<file path="config.mk">
export PLATFORM = sky130hd
export DESIGN_NAME = i2s_rx
export DESIGN_NICKNAME = d
export VERILOG_FILES = /design/src/rtl/i2s_rx.sv
export SDC_FILE = /design/constraint.sdc
export NUM_CORES = 1
export LEC_CHECK = 0
export CAP_MARGIN = 20
export CELL_PAD_IN_SITES_DETAIL_PLACEMENT = 1
export CELL_PAD_IN_SITES_GLOBAL_PLACEMENT = 2
export CORE_ASPECT_RATIO = 2
export CORE_MARGIN = 8
export CORE_UTILIZATION = 38
export CTS_BUF_LIST = sky130_fd_sc_hd__clkbuf_16
export CTS_CLUSTER_SIZE = 24
export DETAILED_ROUTE_END_ITERATION = 10
export HOLD_SLACK_MARGIN = 0.06
export PLACE_DENSITY_LB_ADDON = 0.1
export SETUP_SLACK_MARGIN = 0.4
export SYNTH_ARGS = -nofsm -noshare
export SYNTH_HDL_FRONTEND = slang
export SYNTH_SLANG_ARGS = --single-unit
export TNS_END_PERCENT = 1
</file>
<file path="constraint.sdc">
create_clock -name CLK -period 4.08 [get_ports CLK]
set_input_delay 0.612 -clock CLK [delete_from_list [all_inputs] [get_ports CLK]]
set_output_delay 0.612 -clock CLK [all_outputs]
set_load 0.02 [all_outputs]
</file>
<file path="src/rtl/i2s_rx.sv">
`timescale 1ns/1ps
// i2s_rx: synchronous I2S (Philips format) slave receiver.
// Oversamples sclk/lr_clk/sdat in the CLK domain, deserialises MSB-first
// stereo words and presents left/right pairs with a one-cycle out_tick.
// Optional feature macro: I2S_RX_MONO_MIX_EN (enables the mono_out mixer;
// when undefined mono_out is tied to zero).
module i2s_rx #(
  parameter int DATA_BITS      = 16,
  parameter int TIMEOUT_CYCLES = 4096
) (
  input  logic                 CLK,
  input  logic                 RST,
  input  logic                 sclk,
  input  logic                 lr_clk,
  input  logic                 sdat,
  output logic [DATA_BITS-1:0] left_out,
  output logic [DATA_BITS-1:0] right_out,
  output logic [DATA_BITS-1:0] mono_out,
  output logic                 out_tick,
  output logic                 frame_err,
  output logic                 locked
);

  localparam int CNT_W = $clog2(DATA_BITS + 1);
  localparam int TO_W  = $clog2(TIMEOUT_CYCLES + 1);

  typedef enum logic {
    ST_SYNC = 1'b0,
    ST_RUN  = 1'b1
  } state_t;

  // Synchroniser and edge-detect flops
  logic r_sclk_meta, r_sclk_sync, r_sclk_dly;
  logic r_lr_meta, r_lr_sync;
  logic r_sdat_meta, r_sdat_sync;

  // Control state
  state_t r_state, w_state_next;
  logic [TO_W-1:0] r_to_cnt;

  // Deserialiser state
  logic                 r_lr_prev;
  logic [CNT_W-1:0]     r_cnt;
  logic [DATA_BITS-1:0] r_sreg;
  logic [DATA_BITS-1:0] r_left_stage;
  logic                 r_left_valid;

  // Registered outputs
  logic [DATA_BITS-1:0] r_left_out;
  logic [DATA_BITS-1:0] r_right_out;
  logic                 r_out_tick;
  logic                 r_frame_err;

  // Decoded events
  logic                 w_sclk_rise;
  logic                 w_lr_change;
  logic                 w_timeout;
  logic                 w_boundary;
  logic                 w_pair_done;
  logic [DATA_BITS-1:0] w_sreg_upd;

  assign w_sclk_rise = r_sclk_sync & ~r_sclk_dly;
  assign w_lr_change = (r_lr_sync != r_lr_prev);
  // A sclk_rise in the same cycle as the timeout keeps the link alive.
  assign w_timeout   = (r_to_cnt == TO_W'(TIMEOUT_CYCLES)) && !w_sclk_rise;
  assign w_boundary  = w_sclk_rise && (r_state == ST_RUN) && w_lr_change;
  assign w_pair_done = w_boundary && r_lr_prev && r_left_valid;

  // Two-flop synchronisers on all pins, plus a third sclk flop for edge detect
  always_ff @(posedge CLK) begin
    // NOTE: sequential state uses non-blocking assignments so every flop
    // samples pre-edge values; blocking here would collapse the sync chain.
    if (RST) begin
      r_sclk_meta <= 1'b0;
      r_sclk_sync <= 1'b0;
      r_sclk_dly  <= 1'b0;
      r_lr_meta   <= 1'b0;
      r_lr_sync   <= 1'b0;
      r_sdat_meta <= 1'b0;
      r_sdat_sync <= 1'b0;
    end else begin
      r_sclk_meta <= sclk;
      r_sclk_sync <= r_sclk_meta;
      r_sclk_dly  <= r_sclk_sync;
      r_lr_meta   <= lr_clk;
      r_lr_sync   <= r_lr_meta;
      r_sdat_meta <= sdat;
      r_sdat_sync <= r_sdat_meta;
    end
  end

  // Watchdog: counts CLK cycles since the last sclk rising edge, saturating
  always_ff @(posedge CLK) begin
    if (RST) begin
      r_to_cnt <= '0;
    end else if (w_sclk_rise) begin
      r_to_cnt <= '0;
    end else if (r_to_cnt != TO_W'(TIMEOUT_CYCLES)) begin
      r_to_cnt <= r_to_cnt + TO_W'(1);
    end
  end

  // FSM state register
  always_ff @(posedge CLK) begin
    if (RST) r_state <= ST_SYNC;
    else     r_state <= w_state_next;
  end

  // FSM next-state: align on an lr edge, fall back to SYNC on timeout
  always_comb begin
    // NOTE: default assignment first so no path through this block infers a latch.
    w_state_next = r_state;
    case (r_state)
      ST_SYNC: if (w_sclk_rise && w_lr_change) w_state_next = ST_RUN;
      ST_RUN:  if (w_timeout)                  w_state_next = ST_SYNC;
      default: w_state_next = ST_SYNC;
    endcase
  end

  // FSM outputs: lock indication is purely a function of state
  always_comb begin
    locked = (r_state == ST_RUN);
  end

  // Shift register with the current bit merged in at its MSB-first position;
  // once cnt has saturated at DATA_BITS no position matches and bits are dropped
  always_comb begin
    w_sreg_upd = r_sreg;
    for (int i = 0; i < DATA_BITS; i++) begin
      if (r_cnt == CNT_W'(DATA_BITS - 1 - i)) w_sreg_upd[i] = r_sdat_sync;
    end
  end

  // Deserialiser, word latching and pair routing
  always_ff @(posedge CLK) begin
    if (RST) begin
      r_lr_prev    <= 1'b0;
      r_cnt        <= '0;
      r_sreg       <= '0;
      r_left_stage <= '0;
      r_left_valid <= 1'b0;
      r_left_out   <= '0;
      r_right_out  <= '0;
      r_out_tick   <= 1'b0;
      r_frame_err  <= 1'b0;
    end else begin
      r_out_tick  <= 1'b0;
      r_frame_err <= 1'b0;
      if (w_sclk_rise) begin
        if (r_state == ST_SYNC) begin
          // First lr edge: the bit under it belongs to an unaligned word
          if (w_lr_change) begin
            r_lr_prev    <= r_lr_sync;
            r_cnt        <= '0;
            r_sreg       <= '0;
            r_left_valid <= 1'b0;
          end
        end else if (!w_lr_change) begin
          r_sreg <= w_sreg_upd;
          if (r_cnt != CNT_W'(DATA_BITS)) r_cnt <= r_cnt + CNT_W'(1);
        end else begin
          // Channel boundary: this bit is the LSB slot of the ending word
          if (r_cnt < CNT_W'(DATA_BITS - 1)) r_frame_err <= 1'b1;
          if (!r_lr_prev) begin
            r_left_stage <= w_sreg_upd;
            r_left_valid <= 1'b1;
          end else begin
            r_right_out <= w_sreg_upd;
            if (r_left_valid) begin
              r_left_out <= r_left_stage;
              r_out_tick <= 1'b1;
            end
          end
          r_cnt     <= '0;
          r_sreg    <= '0;
          r_lr_prev <= r_lr_sync;
        end
      end else if (w_timeout) begin
        r_left_valid <= 1'b0;
      end
    end
  end

`ifdef I2S_RX_MONO_MIX_EN
  logic [DATA_BITS-1:0] r_mono;
  logic [DATA_BITS:0]   w_mix_sum;

  // Sign-extend both channels by one bit so the sum cannot overflow
  assign w_mix_sum = {r_left_stage[DATA_BITS-1], r_left_stage}
                   + {w_sreg_upd[DATA_BITS-1], w_sreg_upd};

  // Mono mix register, updated alongside out_tick
  always_ff @(posedge CLK) begin
    if (RST)              r_mono <= '0;
    else if (w_pair_done) r_mono <= w_mix_sum[DATA_BITS:1];
  end

  assign mono_out = r_mono;
`else
  assign mono_out = '0;
`endif

  assign left_out  = r_left_out;
  assign right_out = r_right_out;
  assign out_tick  = r_out_tick;
  assign frame_err = r_frame_err;

endmodule
</file>
==> results_dict.tcl <==
set metrics [dict create \
    routed_via_density 5.343 \
    clock.fmax_mhz 467.0 \
    worst_pin_slew_ns 0.7738 \
    first_pass_iters 4 \
    crit_path_max_fanout 20 \
    wl_per_cell_um 19.43 \
    grt_pass1_vias 3357 \
    fin_util 0.4378 \
    hp-start "r_lr_meta$_SDFF_PP0_" \
    clockBufferDepth 2 \
    vdd_ir_drop_max_mv 0.2241 \
    status "finished clean" \
    rr_worst_depth 3 \
    maxSlewHeadroom 0.4694 \
    grt_max_degree 47 \
    fin_ws_ns 1.938 \
    r2r_setup_slack_ns 1.94 \
    syn_inst 430 \
    hpwl_um 8324 \
    io_pins 56 \
    ys_seq_area_frac 0.4346 \
    hold_class "reg -> reg" \
    cts_root_buf "clkbuf_16" \
    core_um2 11220 \
    ant_nets 0 \
    cts_tree "yes" \
    start_util 0.3861 \
    fin_crit_sh 0.5249 \
    yosysWarnings 0 \
    antenna_cells 0 \
    final_common_cell "dfxtp_1" \
    path_buf_inv 0 \
    vias 3174 \
    synth.area.top_cells "dfxtp_1, mux2i_1, a211oi_2, a21oi_1, nand2_1" \
    cap_violations 0 \
    synth_top_cell_area_share 0.4346 \
    post-cts-setup-buffers 0 \
    drive_gt1_frac 0.1150 \
    synth_area_um2 4330 \
    clk_pin_slew_ns 0.07 \
    synth_seq_cells 94 \
    start_kind "flop" \
    drcViolationCount 0 \
    end_kind "flop" \
    fin_crit_ns 2.142 \
    pre_cts_ws_ns 1.837 \
    startpoint "r_cnt[2]$_SDFFE_PP0P_" \
    fin_nets 459 \
    grt-ovfl-total 0 \
    rsz0062_at_grt "no" \
    grt_pass1_wl_um 18490 \
    setup-violations-final 0 \
    p_per_area_nw_per_um2 363.1 \
    grt_usage 0.1530 \
    cts.sinks 94 \
    cts-resized-gates 0 \
    crit_cells 3 \
    path_delay_family "flip-flops" \
    syn_area_per_cell_um2 10.07 \
    clock_latency_ns 0.34 \
    ff_latch_area_um2 1882 \
    cp_cell_sequence "nor4bb_1 > mux2i_1 > a211oi_2" \
    numCtsBuffers 9 \
    placementRows 55 \
    yosysUniqueCellTypes 54 \
    area_growth_pct 13.41 \
    die_area_um2 15280 \
    antenna_found_initial 0 \
    critPathCapture "r_left_stage[9]$_SDFFE_PP0P_" \
    max_stage_delay_ns 0.76 \
    hold_violations 0 \
    drt-total-wl_um 11540 \
    worstSetupPathType "reg -> reg" \
    layout_common_cells "dfxtp_1, a21oi_1, nand2_1, clkdlybuf4s50_1, mux2i_1" \
    critPathSlowestCell "dfxtp_1" \
    critPathRequiredTime_ns 4.28 \
    slew_viol_final 0 \
    h-tree-depth 3 \
    drt_iter0_markers 99 \
    routabilityCongestion 0.7715 \
    fin_setup_tns_ns 0 \
    die_y_um 167.0 \
    r2r-start "r_cnt[2]$_SDFFE_PP0P_" \
    fin_hold_ws_ns 0.4378 \
    r2r-end "r_left_stage[9]$_SDFFE_PP0P_" \
    cp.arrival_ns 2.34 \
    io_buffers 39 \
    multi_input_area_um2 2131 \
    fin_skew_ns 0.009557 \
    cts_hold_buf 0 \
    yosys.area.top_type "dfxtp_1" \
    fillCellCount 1309 \
    chipWidth_um 91.49 \
    p_leak_nw 1.522 \
]
[report_power, final]
part	switching (mW)	total, mW	internal [mW]
Clock	0.367	0.782	0.415
Sequential	0.00816	0.931	0.923
Combinational	0.0535	0.0700	0.0165
Total	0.428	1.78	1.35
[synthesized netlist by cell type, drive strengths merged]
| cell type | number |
|---|---|
| nand2b | 4 |
| nor4b | 6 |
| inv | 10 |
| or3 | 4 |
| nor2 | 4 |
| nand4b | 4 |
| o211ai | 6 |
| nand2 | 41 |
| clkbuf | 14 |
| and3b | 1 |
| or4 | 4 |
| ha | 7 |
| nor3 | 2 |
| and4bb | 1 |
| nor4bb | 8 |
| nand4 | 5 |
| a2111oi | 1 |
| conb | 1 |
| o22ai | 2 |
| a211oi | 31 |
| nor2b | 10 |
| o2bb2ai | 15 |
| nand3b | 1 |
| dfxtp | 94 |
| o21ai | 6 |
| o2111a | 1 |
| buf | 37 |
| and3 | 4 |
| xor2 | 2 |
| o32ai | 3 |
| a21oi | 43 |
| a22o | 2 |
| mux2i | 34 |
| nand3 | 8 |
| nor3b | 1 |
| o31ai | 4 |
| xnor2 | 2 |
| a311oi | 2 |
| nor4 | 1 |
| and2 | 3 |
| a31oi | 1 |
[per-stage QoR]
step | power [mW] | instances | instance area [um^2]
after floorplan | 1.017 | 445 | 4387
after global placement | 1.021 | 578 | 4636
after detailed placement | 1.023 | 578 | 4636
after CTS | 1.803 | 594 | 4911
after global routing | 1.845 | 594 | 4911
final | 1.783 | 594 | 4911
[worst min-delay path by stage]
| stage | endpoint | slack, ns | cells past startpoint |
|---|---|---|---|
| finish | r_lr_sync$_SDFF_PP0_ | 0.44 | 1 |
| global route | r_lr_sync$_SDFF_PP0_ | 0.46 | 1 |
| CTS | r_lr_sync$_SDFF_PP0_ | 0.44 | 1 |
| detailed placement | r_sclk_sync$_SDFF_PP0_ | 0.43 | 1 |
| global placement | r_sdat_sync$_SDFF_PP0_ | 0.42 | 1 |
| floorplan | r_lr_sync$_SDFF_PP0_ | 0.41 | 1 |
[cell families (layout without fill, tap and decap cells)]
| group | after synthesis | after routing | share of synthesized area |
|---|---|---|---|
| XOR/XNOR | 4 | 4 | 0.009826 |
| AND/OR/NAND/NOR | 112 | 112 | 0.1615 |
| multiplexers | 34 | 34 | 0.07859 |
| buffers and inverters | 61 | 68 | 0.08639 |
| flip-flops | 94 | 94 | 0.4346 |
| AO/OA/AOI/OAI | 117 | 117 | 0.2080 |
| other | 1 | 16 | 0.0008660 |
| adder cells (fa/ha/maj) | 7 | 7 | 0.02022 |
[final cells by class]
class	count	share of cell area
well taps	142	0.03618
clock inverters	7	0.01019
flip-flops and latches	94	0.3832
clock buffers	9	0.04586
repair buffers	42	0.08306
multi-input cells	290	0.4339
inverters	10	0.007643
[metal layers]
| metal | wire length, um | GRT usage | vias up | part of all wire |
|---|---|---|---|---|
| met4 | 313 | 0.07251 | 0 | 0.027 |
| li1 | - | - | 1571 | - |
| met1 | 4532 | 0.1572 | 1544 | 0.39 |
| met5 | 0 | 0 | - | 0 |
| met2 | 6304 | 0.2830 | 45 | 0.55 |
| met3 | 390 | 0.03062 | 14 | 0.034 |
[worst register-to-register path: cells and delay by family (launching register included)]
family	cells	cell delay (ns)
DFF	1	0.76
muxes	1	0.71
and+or+nand+nor	1	0.38
AOI/OAI and AO/OA	1	0.15
[registers in the layout (all words and copies together), names as in the netlist, 5 cells and up]
| register | cells |
|---|---|
| left_out | 16 |
| r_left_stage | 16 |
| r_sreg | 16 |
| right_out | 16 |
| r_to_cnt | 13 |
| r_cnt | 5 |
Power figures use the tool's default switching activity.
